[config.mk]
export PLATFORM = sky130hd
export DESIGN_NAME = sync_fifo_fwft
export DESIGN_NICKNAME = d
export VERILOG_FILES = /design/src/rtl/fifo_pkg.sv /design/src/rtl/fifo_mem.sv /design/src/rtl/sync_fifo_fwft.sv
export SDC_FILE = /design/constraint.sdc
export NUM_CORES = 1
export LEC_CHECK = 0
export CAP_MARGIN = 15
export CORE_MARGIN = 2
export CORE_UTILIZATION = 40
export DETAILED_ROUTE_END_ITERATION = 12
export GPL_TIMING_DRIVEN = 0
export PLACE_DENSITY = 0.54
export SLEW_MARGIN = 20
export SYNTH_ARGS = -nofsm -noshare
export SYNTH_HDL_FRONTEND = slang
export SYNTH_SLANG_ARGS = --single-unit
[constraint.sdc]
create_clock -name clk -period 8.1 [get_ports clk]
set_input_delay 2.025 -clock clk [delete_from_list [all_inputs] [get_ports clk]]
set_output_delay 2.025 -clock clk [all_outputs]
set_load 0.02 [all_outputs]
[src/rtl/fifo_pkg.sv]
// Shared FIFO constants and width helper, common to the sync and async FIFO generations.
package fifo_pkg;

    localparam int FIFO_MODE_STD  = 0;
    localparam int FIFO_MODE_FWFT = 1;

    // Ceiling log2, usable in constant expressions for pointer/count widths.
    function automatic int clog2(input int value);
        int r;
        r = 0;
        for (int v = value - 1; v > 0; v = v >> 1) begin
            r = r + 1;
        end
        return r;
    endfunction

endpackage

[src/rtl/fifo_mem.sv]
// Simple dual-port storage array: synchronous write, asynchronous read.
module fifo_mem
    import fifo_pkg::*;
#(
    parameter int WIDTH = 8,
    parameter int DEPTH = 16
) (
    input  logic                      clk,
    input  logic                      we,
    input  logic [clog2(DEPTH)-1:0]   waddr,
    input  logic [WIDTH-1:0]          wdata,
    input  logic [clog2(DEPTH)-1:0]   raddr,
    output logic [WIDTH-1:0]          rdata
);

    logic [WIDTH-1:0] mem [DEPTH];

    always_ff @(posedge clk) begin
        if (we) begin
            mem[waddr] <= wdata;
        end
    end

    assign rdata = mem[raddr];

endmodule

[src/rtl/sync_fifo_fwft.sv]
// Single-clock FIFO with selectable standard (registered read) or first-word-fall-through output,
// programmable almost flags, occupancy count and overflow/underflow pulses.
module sync_fifo_fwft
    import fifo_pkg::*;
#(
    parameter int WIDTH     = 8,
    parameter int DEPTH     = 16,
    parameter int FWFT      = FIFO_MODE_STD,
    parameter int AF_THRESH = DEPTH - 2,
    parameter int AE_THRESH = 2
) (
    input  logic                    clk,
    input  logic                    rst,
    input  logic                    wr_en,
    input  logic [WIDTH-1:0]        din,
    input  logic                    rd_en,
    output logic [WIDTH-1:0]        dout,
    output logic                    dout_valid,
    output logic                    full,
    output logic                    empty,
    output logic                    almost_full,
    output logic                    almost_empty,
    output logic [clog2(DEPTH):0]   count,
    output logic                    overflow,
    output logic                    underflow
);

    localparam int A = clog2(DEPTH);
    localparam logic [A:0] CNT_FULL = (A + 1)'(DEPTH);
    localparam logic [A:0] CNT_AF   = (A + 1)'(AF_THRESH);
    localparam logic [A:0] CNT_AE   = (A + 1)'(AE_THRESH);

    logic [A:0]       wr_ptr_q, wr_ptr_d;
    logic [A:0]       rd_ptr_q, rd_ptr_d;
    logic [A:0]       count_q, count_d;
    logic             overflow_q, overflow_d;
    logic             underflow_q, underflow_d;
    logic             wr_acc, rd_acc;
    logic [WIDTH-1:0] mem_rdata;

    // Flags decode the registered count only, so they never glitch within a cycle.
    assign full         = (count_q == CNT_FULL);
    assign empty        = (count_q == '0);
    assign almost_full  = (count_q >= CNT_AF);
    assign almost_empty = (count_q <= CNT_AE);

    assign wr_acc = wr_en & ~full;
    assign rd_acc = rd_en & ~empty;

    always_comb begin
        wr_ptr_d    = wr_ptr_q + (A + 1)'(wr_acc);
        rd_ptr_d    = rd_ptr_q + (A + 1)'(rd_acc);
        count_d     = count_q + (A + 1)'(wr_acc) - (A + 1)'(rd_acc);
        overflow_d  = wr_en & full;
        underflow_d = rd_en & empty;
    end

    always_ff @(posedge clk) begin
        if (rst) begin
            wr_ptr_q    <= '0;
            rd_ptr_q    <= '0;
            count_q     <= '0;
            overflow_q  <= 1'b0;
            underflow_q <= 1'b0;
        end else begin
            wr_ptr_q    <= wr_ptr_d;
            rd_ptr_q    <= rd_ptr_d;
            count_q     <= count_d;
            overflow_q  <= overflow_d;
            underflow_q <= underflow_d;
        end
    end

    fifo_mem #(
        .WIDTH (WIDTH),
        .DEPTH (DEPTH)
    ) u_mem (
        .clk   (clk),
        .we    (wr_acc & ~rst),
        .waddr (wr_ptr_q[A-1:0]),
        .wdata (din),
        .raddr (rd_ptr_q[A-1:0]),
        .rdata (mem_rdata)
    );

    assign count     = count_q;
    assign overflow  = overflow_q;
    assign underflow = underflow_q;

    generate
        if (FWFT == FIFO_MODE_FWFT) begin : g_fwft
            assign dout       = mem_rdata;
            assign dout_valid = ~empty;
        end else begin : g_std
            logic [WIDTH-1:0] dout_q, dout_d;
            logic             dout_valid_q, dout_valid_d;

            always_comb begin
                dout_d       = dout_q;
                dout_valid_d = rd_acc;
                if (rd_acc) begin
                    dout_d = mem_rdata;
                end
            end

            always_ff @(posedge clk) begin
                if (rst) begin
                    dout_q       <= '0;
                    dout_valid_q <= 1'b0;
                end else begin
                    dout_q       <= dout_d;
                    dout_valid_q <= dout_valid_d;
                end
            end

            assign dout       = dout_q;
            assign dout_valid = dout_valid_q;
        end
    endgenerate

endmodule

==> results.toml <==
[logic_synthesis]
synthTopCellsByCount = "edfxtp_1, mux4_1, dfxtp_1"
yosysTopAreaCell = "edfxtp_1"
synth_edf_count = 128
async_flop_share_pct = 0
syn_area_mm2 = 0.00619
synthCells = 327
syn-mean-instance-area_um2 = 18.9
yosys.cell_types.count = 35
ys_ff_latch = 152
ys_top_cells_by_area = "edfxtp_1, mux4_1, dfxtp_1"
ys_warn_count = 0
synth.most_common_cell = "edfxtp_1"
synthesis.nets = 353
seq_area_frac_synth_pct = 69.9
synth_top_area_share_pct = 62.1
synthFlopType = "edfxtp_1"

[routing]
ant_nets = 0
wire_per_inst_um = 20.9
first_pass_iters = 4
drcViolationCount = 0
drtIter0Drc = 189
avgViaCountPerCell = 5.27
routed-via-count = 3062
wl_mm = 12.1

[place]
gp_congestion = 0.686
dpl.hpwl_mm = 7.94
portBuffers = 31

[grt]
grt_max_degree = 17
grt_pass1_vias = 3096
grt_pass1_wl_mm = 18.4
antenna_found_initial = 0
gr-total-overflow = 0
grt_use_total_pct = 16.0

[power_and_ir_drop]
p_total_mw = 2.12
p_leak_nw = 2.46
power_density_mw_per_mm2 = 286
vdd_drop_max_mv = 0.184

[cts]
cts_resized = 0
cts-root-buf = "clkbuf_16"
cts_buffers = 17
cts_tree = "done"
post_cts_buffers = 0
clk_latency_ns = 0.42
clockBufferDepth = 2
ctsHtreeMaxLevel = 4
clock_sinks = 152
cts_hold_buf = 0
path_clk_slew_ns = 0.06

[sta]
min_period_ns = 4.24
skew_ns = 0.0111
rsz0062_at_grt = "no"
slew_viol_final = 0
setup_viol = 0
min_period_over_period_pct = 52.3
fmax_mhz = 236
tightest_slew_ns = 1.05
slew_headroom_pct = 30.0
hold_viol = 0
setup_tns_ns = 0

[floorplanning]
rows = 45
coreArea_mm2 = 0.0151
fp.dieW_um = 128
die_y_um = 128
pin_count = 32
dieArea_mm2 = 0.0165
start_util_pct = 40.9

[critical_path]
cp_slowest_stage_delay_ns = 0.59
critPathCaptureType = "output port"
rr_worst_depth = 11
path_cells = "inv_1 > ha_1 > or4b_4 > inv_1 > clkdlybuf4s50_1"
required_ns = 6.08
worst_ep_arrival_time_ns = 2.21
cpMostUsedCell = "inv_1"
criticalPathCategory = "reg2out"
crit_fanout = 5
critPathLaunchType = "register"
crit_slowest_cell = "clkdlybuf4s50_1"

[flow_run]
drv_cap = 0

[outcome]
status = "complete, no violations"

[layout]
final_nets = 406
antennaDiodeCount = 0
drive_above_1_share_pct = 14.5
final_util_pct = 49.0
syn2layout_area_growth_pct = 19.8

[min_path]
hold_class = "reg2reg"
whs_path_depth = 2
-- report_power, final --
| part | total, mW | internal [mW] | leakage [nW] | switching, mW |
|---|---|---|---|---|
| clock network | 0.851 | 0.524 | 0.306 | 0.327 |
| logic | 0.344 | 0.163 | 0.808 | 0.182 |
| registers | 0.922 | 0.890 | 1.35 | 0.0326 |
-- worst max-delay path, delay by kind of cell, from the launching register on --
kind	cells	cell delay, ns
DFF	1	0.36
buffers and inverters	3	0.78
and+or+nand+nor	1	0.50
adders and majority gates	1	0.16
-- final cells by class --
| cell class | instances | area (um^2) |
|---|---|---|
| Clock inverter | 15 | 214 |
| Clock buffer | 17 | 425 |
| Sequential cell | 152 | 4320 |
| Fill cell | 1252 | 7730 |
| Tap cell | 188 | 235 |
| Buffer | 17 | 121 |
| Timing Repair Buffer | 34 | 333 |
| Inverter | 8 | 30.0 |
| Multi-Input combinational cell | 150 | 1730 |
-- final timing paths --
path	from	end	slack, ns
max	count[2]	empty	3.86
min	dout[7]	dout[7]	0.51
max reg2reg	count[2]	count[4]	5.28
min reg2reg	dout[7]	dout[7]	0.51
-- cell families (layout without fill, tap and decap cells) --
family / after synthesis / in the layout / synth area share [%]
xor+xnor: 8 / 8 / 1.13
fa+ha+maj: 14 / 14 / 2.95
compound gates: 16 / 16 / 1.82
simple gates: 64 / 64 / 5.82
buf+inv: 25 / 91 / 2.45
mux: 48 / 48 / 15.9
flops: 152 / 152 / 69.9
-- routing by layer --
layer  GRT usage [%]  share of wire, %  up-vias
li1                -                 -     1426
met1            20.6                43     1553
met2            26.2                50       70
met3            5.03               5.3       13
met4            4.91               1.3        0
met5               0                 0        -
-- layout by cell type, fill, tap and decap left out, types with 5 or more instances in the layout --
master,count
nand2b_1,5
nor2_1,23
buf_2,6
clkbuf_1,5
mux2i_1,16
dfxtp_1,24
o221ai_1,8
buf_4,5
nor2b_1,5
edfxtp_1,128
inv_1,8
clkdlybuf4s50_1,31
ha_1,13
nand3b_1,10
clkbuf_16,17
mux4_1,28
-- state kept, by name, indices dropped and copies added, names as in the netlist --
register    flops
count           5
dout            8
dout_valid      1
overflow        1
rd_ptr_q        4
u_mem.mem     128
underflow       1
wr_ptr_q        4
-- per-stage QoR --
stage | area, um^2 | worst slack (ns) | std cells | hold WS, ns
floorplan | 6190 | 4.51 | 327 | 0.521
finish | 7410 | 3.86 | 581 | 0.513
global route | 7410 | 3.76 | 581 | 0.531
global placement | 6730 | 3.13 | 546 | 0.497
CTS | 7410 | 3.83 | 581 | 0.514
detailed placement | 6780 | 3.58 | 549 | 0.500
Note: power is estimated with default switching activity, not from simulation.
